==> config.mk <==
export PLATFORM = sky130hd
export DESIGN_NAME = dvi_tmds_encoder
export DESIGN_NICKNAME = d
export VERILOG_FILES = /design/src/rtl/dvi_tmds_pkg.sv /design/src/rtl/tmds_channel_enc.sv /design/src/rtl/dvi_tmds_encoder.sv
export SDC_FILE = /design/constraint.sdc
export NUM_CORES = 1
export LEC_CHECK = 0
export BUFFER_PORTS_ARGS = -buffer_cell sky130_fd_sc_hd__buf_2
export CAP_MARGIN = 20
export CORE_MARGIN = 4
export CORE_UTILIZATION = 45
export CTS_BUF_LIST = sky130_fd_sc_hd__clkbuf_8 sky130_fd_sc_hd__clkbuf_16
export DETAILED_ROUTE_END_ITERATION = 6
export PLACE_DENSITY_LB_ADDON = 0.15
export SLEW_MARGIN = 10
export SYNTH_ARGS = -nofsm -noshare
export SYNTH_HDL_FRONTEND = slang
export SYNTH_SLANG_ARGS = --single-unit
export TNS_END_PERCENT = 5
==> constraint.sdc <==
create_clock -name clk_i -period 6.1 [get_ports clk_i]
set_input_delay 1.22 -clock clk_i [delete_from_list [all_inputs] [get_ports clk_i]]
set_output_delay 1.22 -clock clk_i [all_outputs]
set_load 0.01 [all_outputs]
==> src/rtl/dvi_tmds_pkg.sv <==
// Shared types, control tokens and stage-1 helpers for the DVI TMDS encoder.
// Contents:
//   tmds_sym_t           - one 10-bit TMDS symbol, bit 0 transmitted first
//   tmds_disp_t          - signed running-disparity count
//   CTL_TOKEN_00..11     - blanking tokens indexed by {C1, C0}
//   popcount8()          - number of ones in a byte
//   minimize_transitions - 8-bit data to 9-bit transition-minimised q_m
//   ctl_token()          - {C1, C0} to control token
package dvi_tmds_pkg;

    typedef logic [9:0]        tmds_sym_t;
    typedef logic signed [4:0] tmds_disp_t;

    localparam tmds_sym_t CTL_TOKEN_00 = 10'b1101010100;
    localparam tmds_sym_t CTL_TOKEN_01 = 10'b0010101011;
    localparam tmds_sym_t CTL_TOKEN_10 = 10'b0101010100;
    localparam tmds_sym_t CTL_TOKEN_11 = 10'b1010101011;

    function automatic logic [3:0] popcount8(input logic [7:0] d);
        logic [3:0] n;
        n = 4'd0;
        for (int i = 0; i < 8; i++) begin
            n = n + {3'b000, d[i]};
        end
        return n;
    endfunction

    // XNOR chaining is chosen for ones-heavy bytes, and for exactly four ones
    // when D[0] is 0. q_m[8] records which chain was used: 1 = XOR, 0 = XNOR.
    function automatic logic [8:0] minimize_transitions(input logic [7:0] d);
        logic [3:0] n1d;
        logic       use_xnor;
        logic [8:0] q;
        n1d      = popcount8(d);
        use_xnor = (n1d > 4'd4) || ((n1d == 4'd4) && !d[0]);
        q        = '0;
        q[0]     = d[0];
        for (int i = 1; i < 8; i++) begin
            q[i] = use_xnor ? ~(q[i-1] ^ d[i]) : (q[i-1] ^ d[i]);
        end
        q[8] = ~use_xnor;
        return q;
    endfunction

    function automatic tmds_sym_t ctl_token(input logic [1:0] c);
        tmds_sym_t t;
        unique case (c)
            2'b00:   t = CTL_TOKEN_00;
            2'b01:   t = CTL_TOKEN_01;
            2'b10:   t = CTL_TOKEN_10;
            default: t = CTL_TOKEN_11;
        endcase
        return t;
    endfunction

endpackage

==> src/rtl/tmds_channel_enc.sv <==
// One TMDS channel: two-stage 8b/10b encoder with its own running disparity.
// Ports:
//   clk   - pixel clock
//   rst   - synchronous, active-high reset
//   data  - pixel byte, used when de = 1
//   de    - active video; 0 sends the control token selected by ctl
//   ctl   - {C1, C0} for blanking
//   sym   - encoded symbol, two cycles after its inputs
module tmds_channel_enc
    import dvi_tmds_pkg::*;
(
    input  logic       clk,
    input  logic       rst,
    input  logic [7:0] data,
    input  logic       de,
    input  logic [1:0] ctl,
    output tmds_sym_t  sym
);

    // Stage 1: transition minimisation.
    logic [8:0] q_m;
    logic       de_s1;
    logic [1:0] ctl_s1;

    // NOTE: state is updated with non-blocking assignments so every register
    // samples the pre-edge values; blocking here would chain the stages.
    always_ff @(posedge clk) begin
        if (rst) begin
            q_m    <= '0;
            de_s1  <= 1'b0;
            ctl_s1 <= 2'b00;
        end else begin
            q_m    <= minimize_transitions(data);
            de_s1  <= de;
            ctl_s1 <= ctl;
        end
    end

    // Stage 2: DC balancing against the running disparity.
    tmds_disp_t cnt;
    tmds_disp_t cnt_next;
    tmds_disp_t diff;
    tmds_sym_t  sym_next;
    logic [3:0] n1;
    logic [3:0] n0;

    always_comb begin
        // NOTE: every output of this block gets a default first, so no path
        // leaves a value unassigned and no latch is inferred.
        sym_next = CTL_TOKEN_00;
        cnt_next = '0;
        n1       = popcount8(q_m[7:0]);
        n0       = 4'd8 - n1;
        // n1 - n0 as a signed quantity; both counts are zero-extended first.
        diff     = $signed({1'b0, n1}) - $signed({1'b0, n0});

        if (!de_s1) begin
            // Blanking always restarts the disparity from zero.
            sym_next = ctl_token(ctl_s1);
            cnt_next = '0;
        end else if ((cnt == '0) || (n1 == n0)) begin
            sym_next = {~q_m[8], q_m[8], (q_m[8] ? q_m[7:0] : ~q_m[7:0])};
            cnt_next = q_m[8] ? (cnt + diff) : (cnt - diff);
        end else if (((cnt > 5'sd0) && (n1 > n0)) || ((cnt < 5'sd0) && (n0 > n1))) begin
            // Disparity and the byte lean the same way: send it inverted.
            sym_next = {1'b1, q_m[8], ~q_m[7:0]};
            cnt_next = cnt + (q_m[8] ? 5'sd2 : 5'sd0) - diff;
        end else begin
            sym_next = {1'b0, q_m[8], q_m[7:0]};
            cnt_next = cnt + diff - (q_m[8] ? 5'sd0 : 5'sd2);
        end
    end

    always_ff @(posedge clk) begin
        if (rst) begin
            sym <= CTL_TOKEN_00;
            cnt <= '0;
        end else begin
            sym <= sym_next;
            cnt <= cnt_next;
        end
    end

endmodule

==> src/rtl/dvi_tmds_encoder.sv <==
// DVI 1.0 TMDS encoder: RGB + sync + data enable to three 10-bit symbols per
// pixel, fixed two-cycle latency, no stall.
// Parameters:
//   HSYNC_INV - invert hsync_i before it becomes C0 on channel 0
//   VSYNC_INV - invert vsync_i before it becomes C1 on channel 0
// Ports:
//   clk_i, rst_i               - pixel clock, synchronous active-high reset
//   red_i, green_i, blue_i     - pixel colour, used when de_i = 1
//   hsync_i, vsync_i           - syncs from the timing generator
//   de_i                       - active video enable
//   tmds_ch0_o/ch1_o/ch2_o     - blue/green/red symbols, bit 0 sent first
//   de_o                       - de_i aligned with the symbols
module dvi_tmds_encoder
    import dvi_tmds_pkg::*;
#(
    parameter bit HSYNC_INV = 1'b0,
    parameter bit VSYNC_INV = 1'b0
) (
    input  logic       clk_i,
    input  logic       rst_i,
    input  logic [7:0] red_i,
    input  logic [7:0] green_i,
    input  logic [7:0] blue_i,
    input  logic       hsync_i,
    input  logic       vsync_i,
    input  logic       de_i,
    output logic [9:0] tmds_ch0_o,
    output logic [9:0] tmds_ch1_o,
    output logic [9:0] tmds_ch2_o,
    output logic       de_o
);

    // Syncs ride on channel 0 only; the other channels carry C1C0 = 00.
    logic [1:0] ctl_ch0;
    assign ctl_ch0 = {vsync_i ^ VSYNC_INV, hsync_i ^ HSYNC_INV};

    tmds_channel_enc u_ch0 (
        .clk  (clk_i),
        .rst  (rst_i),
        .data (blue_i),
        .de   (de_i),
        .ctl  (ctl_ch0),
        .sym  (tmds_ch0_o)
    );

    tmds_channel_enc u_ch1 (
        .clk  (clk_i),
        .rst  (rst_i),
        .data (green_i),
        .de   (de_i),
        .ctl  (2'b00),
        .sym  (tmds_ch1_o)
    );

    tmds_channel_enc u_ch2 (
        .clk  (clk_i),
        .rst  (rst_i),
        .data (red_i),
        .de   (de_i),
        .ctl  (2'b00),
        .sym  (tmds_ch2_o)
    );

    // Two registers to match the encoder pipeline depth.
    logic de_d1;

    always_ff @(posedge clk_i) begin
        if (rst_i) begin
            de_d1 <= 1'b0;
            de_o  <= 1'b0;
        end else begin
            de_d1 <= de_i;
            de_o  <= de_d1;
        end
    end

endmodule

==> results of run 1 <==
-- cell families (layout without fill, tap and decap cells) --
| kind of cell | Yosys count | after routing | share of synthesized area |
|---|---|---|---|
| compound gates | 88 | 88 | 0.113 |
| mux | 4 | 4 | 0.00718 |
| fa+ha+maj | 98 | 98 | 0.272 |
| simple gates | 135 | 135 | 0.124 |
| flops | 76 | 76 | 0.273 |
| xor+xnor | 79 | 79 | 0.129 |
| buf+inv | 117 | 184 | 0.0819 |
-- per-stage QoR --
step                hold WS [ns]  setup slack (ns)  instance area (sq um)  utilization  std cells
floorplan                  0.422             0.974                   5580            -        597
CTS                        0.473             0.523                   6340        0.525        831
global placement           0.442             0.790                   6040        0.501        816
global route               0.505             0.212                   6340        0.526        832
detailed placement         0.444             0.538                   6040        0.501        816
finish                     0.467             0.545                   6340        0.526        832
-- worst max-delay path, cell delays in order (launching register included) --
cell and delay, ns:
sky130_fd_sc_hd__dfxtp_1 0.32, sky130_fd_sc_hd__ha_1 0.27, sky130_fd_sc_hd__inv_1 0.05, sky130_fd_sc_hd__fa_1 0.50, sky130_fd_sc_hd__fa_1 0.43, sky130_fd_sc_hd__fa_1 0.41
sky130_fd_sc_hd__fa_1 0.45, sky130_fd_sc_hd__xor2_2 0.32, sky130_fd_sc_hd__inv_2 0.09, sky130_fd_sc_hd__ha_1 0.36, sky130_fd_sc_hd__inv_1 0.13, sky130_fd_sc_hd__o21ai_0 0.10
sky130_fd_sc_hd__nand2_1 0.09, sky130_fd_sc_hd__o21ai_0 0.20, sky130_fd_sc_hd__fa_1 0.63, sky130_fd_sc_hd__inv_1 0.06, sky130_fd_sc_hd__a221oi_1 0.32, sky130_fd_sc_hd__xnor2_1 0.10
sky130_fd_sc_hd__and4_1 0.21, sky130_fd_sc_hd__a311oi_2 0.26, sky130_fd_sc_hd__mux2i_1 0.20
-- layer usage --
layer	track usage	up-vias	share of wire
met5	0	-	0
met2	0.276	51	0.48
met4	0.0437	0	0.014
met1	0.216	1886	0.47
met3	0.0294	11	0.033
li1	-	2034	-
-- state kept, by name (all words and copies together) (netlist names) --
signal and cells:
u_ch0.cnt 5, u_ch0.q_m 9, u_ch2.sym 10, u_ch2.q_m 9, u_ch0.ctl_s1 2, u_ch1.cnt 5, u_ch0.sym 10, u_ch1.sym 10
u_ch1.q_m 9, u_ch2.cnt 5, u_ch2.de_s1 1, de_o 1
-- worst paths after layout --
path | slack [ns] | from | endpoint
setup / recovery | 0.54 | u_ch0.q_m[0]$_SDFF_PP0_ | u_ch0.cnt[4]$_SDFF_PP0_
hold / removal | 0.47 | u_ch0.cnt[0]$_SDFF_PP0_ | u_ch0.cnt[0]$_SDFF_PP0_
setup reg to reg | 0.54 | u_ch0.q_m[0]$_SDFF_PP0_ | u_ch0.cnt[4]$_SDFF_PP0_
hold reg to reg | 0.47 | u_ch0.cnt[0]$_SDFF_PP0_ | u_ch0.cnt[0]$_SDFF_PP0_
-- cell type report --
class                      instances  share of cell area
multi-input combinational        404               0.567
sequential                        76               0.240
tap                              168              0.0331
timing repair buffer              63              0.0513
clock buffer                       9              0.0355
clock inverter                     6              0.0105
inverter                         106              0.0627
-- layout by cell type (no fill, tap or decap), types with 15 or more instances in the layout --
cell / synthesis / layout
sky130_fd_sc_hd__ha_1: 59 / 59
sky130_fd_sc_hd__dfxtp_1: 76 / 76
sky130_fd_sc_hd__fa_1: 39 / 39
sky130_fd_sc_hd__nand2_1: 24 / 24
sky130_fd_sc_hd__buf_2: 2 / 59
sky130_fd_sc_hd__xnor2_1: 51 / 51
sky130_fd_sc_hd__xor2_1: 25 / 25
sky130_fd_sc_hd__inv_1: 103 / 104
sky130_fd_sc_hd__o21ai_0: 15 / 15
sky130_fd_sc_hd__a21oi_1: 16 / 16
sky130_fd_sc_hd__nor2_1: 51 / 51
==> parameters.txt, run 1 <==
Parameter                              Value

Outcome
  Run status    complete, no violations

Timing
  Transition at the pin with the smallest max-transition slack    0.652 ns
  Worst slew margin    0.562
  Final Setup Violations    0
  Final max-slew violation count    0
  Post-route setup TNS    0 ns
  Final hold vios    0
  RSZ-0062 raised after global routing    no
  Final clock period utilization by the worst path    0.911
  Final setup skew    approximately 0.0072 ns
  Minimum clock period after layout    5.56 ns
  Maximum operating frequency    0.180 GHz

Synth
  Proportion of synthesized chip area in sequential cells    0.273
  Number of synthesized flops with an enable pin    0
  Async SR Flop Fraction    0
  Syn avg cell area    9.34 sq um
  Post-Syn Instances    597
  Net count of the mapped netlist    724
  Biggest area contributors in the synthesized netlist    sky130_fd_sc_hd__dfxtp_1 27%, sky130_fd_sc_hd__fa_1 14%, sky130_fd_sc_hd__ha_1 13%
  Most repeated cell in the gate-level netlist after synthesis    sky130_fd_sc_hd__inv_1
  Main flop type after synthesis    sky130_fd_sc_hd__dfxtp_1
  Cell area after synthesis    5580 sq um
  Count of yosys warnings during synthesis    0
  Number of distinct standard cells referenced by the synthesized netlist    67
  Number of flip-flops and latches in the synthesized netlist    76
  Cell types with the highest counts after synthesis    103 x sky130_fd_sc_hd__inv_1, 76 x sky130_fd_sc_hd__dfxtp_1, 59 x sky130_fd_sc_hd__ha_1, 51 x sky130_fd_sc_hd__nor2_1, 51 x sky130_fd_sc_hd__xnor2_1
  Fraction of synthesized cell area taken by the top area cell type    0.273
  Cell type with the largest total area after synthesis    sky130_fd_sc_hd__dfxtp_1

Global routing
  Initial antenna violation count    0
  Global route total overflow    0
  Largest net degree at the start of global routing    35
  Vias in the first global route    4080
  Wire length of the first global-routing pass    19200 um
  GR Util All Layers    0.164

Critical path
  Worst setup path category    register to register
  Data arrival time of the critical path    5.81 ns
  Top fanout value on the critical path    6
  FF-to-FF path depth    20
  Crit. End Element    register
  Startpoint type of the worst setup path    register
  WP data required    about 6.4 ns

Run
  Number of max-cap violations    0

Detailed routing
  Final routed DRC violation total    0
  Aggregate routed wire length    11000 um
  DRT iter0 DRCs    just over 100
  Post-detailed-route count of antenna-violating nets    0
  WL per Instance    13.2 um
  Detailed-route vias per instance    4.79
  First drt pass iteration count    4
  Via count of the routed design    3982

Clocking
  Number of gates given a new drive strength after cts    0
  Count of H-tree levels built during CTS    3
  Maximum clock path buffer count    2
  Clock tree root buffer cell    sky130_fd_sc_hd__clkbuf_16
  Post-CTS setup buffers    0
  Clock tree from TritonCTS    built
  Num CTS Buffers    9
  Clock slew at reported path FFs    ~0.060 ns
  Hold buffers post-CTS    0
  Clock latency on the worst-skew pair    0.33 ns
  Clock sink total    76

Die
  Top-level port count    60
  Floorplan die width    119 um
  Starting density of the core    0.462
  Height of the die    119 um
  Core box area    12100 sq um
  Die ar.    14200 sq um
  Row cnt    40

Min path
  Hold WC Path Type    register to register
  Hold Path Depth    1

Cells and area
  Net count reported at finish    787
  Sequential cell area    1520 sq um
  Count of filler cells inserted in the layout    1114
  Share of layout cells above drive strength 1    0.148
  Count of antenna diodes in the layout    0
  Area of combinational cells with multiple inputs    3600 sq um
  Area overhead of the layout relative to synthesis    13.8%

Place
  Final RePlAce weighted congestion    0.854
  Count of input and output buffers    59
  Sum of net half-perimeters after detailed placement    between 9000 and 10000 um
Power of run 1 is not shown: default switching activity piles up to over one toggle a cycle in this logic, so the estimate is an artifact.
==> inputs of run 2 (changes only) <==
CORE_UTILIZATION = 60   (was 45)
SYNTH_HIERARCHICAL = 1   (was not set)
clock period = 5.3 ns   (was 6.1 ns; I/O delays follow)
==> run 2 against run 1 <==
  * Sequential share of layout area increased by 0.13 points
  * Synthesized cell count increased by 15%
  * Non-clock buffer count decreased by 3
  * Synthesized area increased by 13%
  * Utilization increased by 14 points
  * Wire length increased by 4.7%
  * Critical path depth decreased by 4
  * Via count increased by 14%
  * Die area decreased by 15%
  * Critical path type unchanged
  * Critical endpoint is now u_ch1/cnt[4]$_SDFF_PP0_
==> parameters.txt, run 2 <==
Parameter                              Value

Run
  Number of max-cap violations    0 (unchanged)

Timing
  Transition at the pin with the smallest max-transition slack    0.989 ns (+0.337 ns)
  Final setup skew    0.0149 ns (+0.00765 ns)
  Worst slew margin    0.341 (-0.221)
  Final max-slew violation count    0 (unchanged)
  Final clock period utilization by the worst path    0.915 (+0.00435)
  Minimum clock period after layout    4.85 ns (-0.706 ns)
  Post-route setup TNS    0 ns (unchanged)
  Maximum operating frequency    0.206 GHz (+15%)
  RSZ-0062 raised after global routing    no
  Final hold vios    0 (unchanged)
  Worst Hold Slack    0.432 ns (-0.0351 ns)
  Final Setup Violations    0 (unchanged)

Die
  Floorplan die width    110 um (-7.6%)
  Row cnt    37 (-7.5%)
  Starting density of the core    0.611 (+0.149)
  Top-level port count    60 (unchanged)
  Height of the die    110 um (-7.6%)
  Die ar.    12200 sq um (-15%)
  Core box area    10300 sq um (-15%)

Critical path
  WP data required    5.58 ns (-0.78 ns)
  Top fanout value on the critical path    4 (-2)
  Crit. End Element    register
  Startpoint type of the worst setup path    register
  Worst setup path category    register to register
  Data arrival time of the critical path    5.13 ns (-0.68 ns)
  Worst reg2reg setup slack    0.45 ns (-0.09 ns)

Detailed routing
  DRT iter0 DRCs    128 (+25%)
  Post-detailed-route count of antenna-violating nets    0 (unchanged)
  Via count of the routed design    4555 (+14%)
  Final routed DRC violation total    0 (unchanged)
  First drt pass iteration count    4 (unchanged)
  WL per Instance    13.0 um (-1.4%)
  Aggregate routed wire length    11500 um (+4.7%)
  Detailed-route vias per instance    5.15 (+7.7%)

Cells and area
  Count of antenna diodes in the layout    0 (unchanged)
  Registers with the highest flip-flop counts    u_ch0/sym: 10 flops, u_ch1/sym: 10 flops, u_ch2/sym: 10 flops
  Final design area excluding fillers    6890 sq um (+8.6%)
  Fraction of the core area covered by cells at the end of the flow    0.670 (+0.144)
  Area overhead of the layout relative to synthesis    9.75%
  Most frequent standard cell in the layout excluding fill and tap cells    sky130_fd_sc_hd__inv_1
  Net count reported at finish    874 (+11%)
  Commonest cells after routing, fill and taps aside    126 x sky130_fd_sc_hd__inv_1, 83 x sky130_fd_sc_hd__dfxtp_1, 66 x sky130_fd_sc_hd__ha_1
  Count of filler cells inserted in the layout    862 (-23%)
  Share of layout cells above drive strength 1    0.159 (+0.0115)

Place
  Sum of net half-perimeters after detailed placement    9420 um (+4.3%)
  Count of input and output buffers    59 (unchanged)
  Final RePlAce weighted congestion    0.876 (+2.6%)
  Post-detailed-placement cell area    6690 sq um (+11%)

Clocking
  Clock slew at reported path FFs    0.09 ns (+0.03 ns)
  Clock tree root buffer cell    sky130_fd_sc_hd__clkbuf_8
  Number of gates given a new drive strength after cts    0 (unchanged)
  Hold buffers post-CTS    0 (unchanged)
  Maximum clock path buffer count    2 (unchanged)
  Clock tree from TritonCTS    built
  Clock sink total    83 (+9.2%)
  Clock latency on the worst-skew pair    0.36 ns (+0.03 ns)
  Num CTS Buffers    9 (unchanged)
  Count of H-tree levels built during CTS    3 (unchanged)
  Post-CTS setup buffers    0 (unchanged)

Synth
  Count of yosys warnings during synthesis    6 (+6)
  Proportion of synthesized chip area in sequential cells    0.265 (-0.00819)
  Async SR Flop Fraction    0 (unchanged)
  Fraction of synthesized cell area taken by the top area cell type    0.265 (-0.00819)
  Biggest area contributors in the synthesized netlist    sky130_fd_sc_hd__dfxtp_1 26%, sky130_fd_sc_hd__ha_1 13%, sky130_fd_sc_hd__fa_1 11%
  Number of distinct standard cells referenced by the synthesized netlist    61 (-9.0%)
  Main flop type after synthesis    sky130_fd_sc_hd__dfxtp_1
  Most repeated cell in the gate-level netlist after synthesis    sky130_fd_sc_hd__inv_1
  Syn avg cell area    9.18 sq um (-1.7%)
  Cell type with the largest total area after synthesis    sky130_fd_sc_hd__dfxtp_1
  Cell area after synthesis    6280 sq um (+13%)
  Cell types with the highest counts after synthesis    125 x sky130_fd_sc_hd__inv_1, 83 x sky130_fd_sc_hd__dfxtp_1, 66 x sky130_fd_sc_hd__ha_1, 58 x sky130_fd_sc_hd__nor2_1, 56 x sky130_fd_sc_hd__xnor2_1
  Number of synthesized flops with an enable pin    0 (unchanged)
  Number of flip-flops and latches in the synthesized netlist    83 (+9.2%)
  Post-Syn Instances    684 (+15%)

Global routing
  Gr busiest metal    met2
  Largest net degree at the start of global routing    64 (+83%)
  Initial antenna violation count    0 (unchanged)
  Wire length of the first global-routing pass    19800 um (+3.1%)
  Met2 track utilization from global routing    0.356 (+0.0795)
  GR Util All Layers    0.204 (+0.0405)
  Global routing usage on met1    0.258 (+0.0418)
  GR Util met3    0.0443 (+0.0148)
  Vias in the first global route    4550 (+12%)
  Global route total overflow    0 (unchanged)

Min path
  Hold WC Path Type    register to register

Outcome
  Run status    complete, no violations
[run 2: cell families (layout without fill, tap and decap cells)]
logic type	count (synthesis)	in the layout	synth area share
multiplexers	13	13	0.0209
AO/OA/AOI/OAI	111	111	0.136
XOR/XNOR	83	83	0.117
AND/OR/NAND/NOR	148	148	0.126
other	1	4	0.000597
adder cells (fa/ha/maj)	102	102	0.246
buffers and inverters	143	204	0.0883
flip-flops	83	83	0.265
[run 2: layout make-up]
| cell class | instances | area [sq um] | area share |
|---|---|---|---|
| clock buffer | 9 | 124 | 0.0180 |
| clock inverter | 7 | 77.6 | 0.0113 |
| inverter | 128 | 480 | 0.0697 |
| multi-input combinational | 461 | 4070 | 0.591 |
| sequential | 83 | 1660 | 0.241 |
| tap | 136 | 170 | 0.0247 |
| timing repair buffer | 60 | 303 | 0.0440 |
[run 2: per-stage QoR]
| step | setup WS, ns | cells |
|---|---|---|
| after CTS | 0.436 | 884 |
| final | 0.450 | 884 |
| after detailed placement | 0.466 | 868 |
| after floorplan | 0.761 | 687 |
| after global placement | 0.617 | 868 |
| after global routing | 0.206 | 884 |
[run 2: critical path, stage by stage, from the launching register on]
cell and delay [ns]:
sky130_fd_sc_hd__dfxtp_1 0.32, sky130_fd_sc_hd__inv_1 0.07, sky130_fd_sc_hd__fa_1 0.56, sky130_fd_sc_hd__fa_1 0.43
sky130_fd_sc_hd__fa_1 0.49, sky130_fd_sc_hd__inv_1 0.05, sky130_fd_sc_hd__ha_1 0.21, sky130_fd_sc_hd__fa_1 0.57
sky130_fd_sc_hd__inv_1 0.10, sky130_fd_sc_hd__ha_1 0.22, sky130_fd_sc_hd__inv_1 0.08, sky130_fd_sc_hd__fa_1 0.44
sky130_fd_sc_hd__o21bai_1 0.19, sky130_fd_sc_hd__xor2_1 0.29, sky130_fd_sc_hd__nor2_2 0.07, sky130_fd_sc_hd__o41a_1 0.42
sky130_fd_sc_hd__a221oi_2 0.26
[run 2: path summary, 6_finish.rpt]
path | cells after the start | from | end
setup / recovery | 16 | u_ch1/q_m[0]$_SDFF_PP0_ | u_ch1/cnt[4]$_SDFF_PP0_
hold / removal | 1 | de_d1$_SDFF_PP0_ | de_o$_SDFF_PP0_
setup reg to reg | 16 | u_ch1/q_m[0]$_SDFF_PP0_ | u_ch1/cnt[4]$_SDFF_PP0_
hold reg to reg | 1 | de_d1$_SDFF_PP0_ | de_o$_SDFF_PP0_
[run 2: routing by layer]
layer,vias to the layer above,share of wire
met5,-,0
met4,0,0.0088
met3,12,0.032
met2,63,0.51
met1,2167,0.45
li1,2313,-
Power of run 2 is left out for the same reason.
==> inputs of run 3 (changes only) <==
CAP_MARGIN = 0   (was 20)
PLACE_DENSITY = 0.81   (was not set)
PLACE_DENSITY_LB_ADDON = not set   (was 0.15)
==> run 3 against run 2 <==
  * Non-clock buffer count is the same
  * Maximum frequency rose by 0.46%
  * Via count rose by 0.88%
  * Die area unchanged
  * First-iteration DRC count grew 53%
  * Sequential share of layout area increased by 0.088 points
  * Wire length up 3.5%
  * Register-to-register slack gained 0.02 ns
  * Global-route usage rose by 0.11 points
  * Worst hold slack better by 0.021 ns
  * Setup slack improved by 0.022 ns
  * Critical path type unchanged
  * Critical endpoint unchanged
  * Highest routed layer unchanged
==> parameters.txt, run 3 (synthesis gave the netlist of run 2 again) <==
Parameter                              Value

Outcome
  Run status    complete, no violations

Critical path
  CP Buf/Inv Count    4 (unchanged)
  Cell class contributing the biggest share of worst-path delay    adder cells
  Worst setup path category    register to register
  Data arrival time of the critical path    5.10 ns (-0.03 ns)
  Delay contributed by the slowest stage of the critical path    0.57 ns (about the same)
  WP data required    5.57 ns (about the same)
  Startpoint type of the worst setup path    register
  Most Frequent Cell on Critical Path    sky130_fd_sc_hd__fa_1
  Worst-path cell chain    inv_1, fa_1, fa_1, fa_1, inv_1, ha_1, fa_1, inv_1, ha_1, inv_1, fa_1, o21bai_1, xor2_1, nor2_2, o41a_1, a221oi_2
  Top fanout value on the critical path    4 (unchanged)
  Worst path slowest cell    sky130_fd_sc_hd__fa_1
  Crit. End Element    register

Detailed routing
  Detailed-route vias per instance    5.20 (+0.88%)
  First drt pass iteration count    4 (unchanged)
  Via count of the routed design    4595 (+0.88%)
  DRT iter0 DRCs    196 (+53%)
  Aggregate routed wire length    11900 um (+3.5%)
  WL per Instance    13.5 um (+3.5%)
  Final routed DRC violation total    0 (unchanged)
  Post-detailed-route count of antenna-violating nets    0 (unchanged)

Timing
  Final hold vios    0 (unchanged)
  Final setup skew    0.0105 ns (-0.00437 ns)
  Maximum operating frequency    0.207 GHz (+0.46%)
  Final Setup Violations    0 (unchanged)
  Transition at the pin with the smallest max-transition slack    1.00 ns (+0.0117 ns)
  Final max-slew violation count    0 (unchanged)
  Final clock period utilization by the worst path    0.911 (-0.00418)
  Minimum clock period after layout    4.83 ns (-0.0222 ns)
  Worst slew margin    0.333 (-0.00780)
  Post-route setup TNS    0 ns (unchanged)
  RSZ-0062 raised after global routing    no

Clocking
  Clock tree root buffer cell    sky130_fd_sc_hd__clkbuf_8
  Post-CTS setup buffers    0 (unchanged)
  Clock tree from TritonCTS    built
  Hold buffers post-CTS    0 (unchanged)
  Count of H-tree levels built during CTS    3 (unchanged)
  Clock latency on the worst-skew pair    0.35 ns (about the same)
  Clock slew at reported path FFs    0.09 ns (about the same)
  Number of gates given a new drive strength after cts    0 (unchanged)
  Maximum clock path buffer count    2 (unchanged)
  Clock sink total    83 (unchanged)
  Num CTS Buffers    9 (unchanged)

Place
  Sum of net half-perimeters after detailed placement    9700 um (+3.0%)
  Final RePlAce weighted congestion    0.947 (+8.0%)
  Count of input and output buffers    59 (unchanged)

Global routing
  Vias in the first global route    4579 (+0.64%)
  Wire length of the first global-routing pass    20000 um (+0.98%)
  Largest net degree at the start of global routing    64 (unchanged)
  Global route total overflow    0 (unchanged)
  Initial antenna violation count    0 (unchanged)
  GR Util All Layers    0.205 (+0.00113)

Die
  Die ar.    12200 sq um (unchanged)
  Floorplan die width    110 um (unchanged)
  Core box area    10300 sq um (unchanged)
  Height of the die    110 um (unchanged)
  Top-level port count    60 (unchanged)
  Starting density of the core    0.611 (unchanged)
  Row cnt    37 (unchanged)

Cells and area
  Count of antenna diodes in the layout    0 (unchanged)
  Area overhead of the layout relative to synthesis    9.35%
  Fraction of the core area covered by cells at the end of the flow    0.668 (-0.00243)
  Commonest cells after routing, fill and taps aside    126 x sky130_fd_sc_hd__inv_1, 83 x sky130_fd_sc_hd__dfxtp_1, 66 x sky130_fd_sc_hd__ha_1
  Registers with the highest flip-flop counts    u_ch0/sym: 10 flops, u_ch1/sym: 10 flops, u_ch2/sym: 10 flops
  Share of layout cells above drive strength 1    0.159 (unchanged)
  Most frequent standard cell in the layout excluding fill and tap cells    sky130_fd_sc_hd__inv_1
  Net count reported at finish    874 (unchanged)

Min path
  Hold WC Path Type    register to register

Run
  Number of max-cap violations    0 (unchanged)
## run 3: changes by cell type in the layout (fill, tap and decap cells not counted), sizes merged
cell	delta
bufinv	-1
inv	+1
## run 3: area by class of cell
type / count / area, sq um
inverters: 128 / 480
fillers: 864 / 3410
well taps: 136 / 170
multi-input cells: 461 / 4070
clock inverters: 7 / 52.6
flip-flops and latches: 83 / 1660
clock buffers: 9 / 124
repair buffers: 60 / 303
## run 3: final timing paths
path	cells after the start	slack (ns)	start	endpoint
worst min register to register	2	0.45	u_ch1/cnt[0]$_SDFF_PP0_	u_ch1/cnt[0]$_SDFF_PP0_
worst max-delay path	16	0.47	u_ch1/q_m[0]$_SDFF_PP0_	u_ch1/cnt[4]$_SDFF_PP0_
worst min-delay path	2	0.45	u_ch1/cnt[0]$_SDFF_PP0_	u_ch1/cnt[0]$_SDFF_PP0_
worst max register to register	16	0.47	u_ch1/q_m[0]$_SDFF_PP0_	u_ch1/cnt[4]$_SDFF_PP0_
## run 3: per-layer routing
layer,vias to the layer above,track usage,part of all wire,wire (um)
li1,2304,-,-,-
met3,18,0.0390,0.039,459
met2,85,0.363,0.52,6150
met5,-,0,0,0
met4,0,0.0660,0.017,197
met1,2188,0.251,0.43,5110
## run 3: stage by stage
stage          worst slack (ns)  hold WS [ns]  cell area, sq um  cells
3_5_place_dp              0.507         0.441              6690    868
4_1_cts                   0.484         0.455              6860    884
3_3_place_gp              0.623         0.429              6690    868
6_report                  0.472         0.453              6860    884
5_1_grt                   0.252         0.490              6860    884
2_1_floorplan             0.761         0.414              6290    687
## run 3: worst reg2reg max path, delay by kind of cell (launching register included)
family / cells / cell delay (ns)
simple gates: 1 / 0.06
fa+ha+maj: 7 / 2.93
buf+inv: 4 / 0.29
xor+xnor: 1 / 0.26
flops: 1 / 0.32
compound gates: 3 / 0.88
Power of run 3 is left out for the same reason.
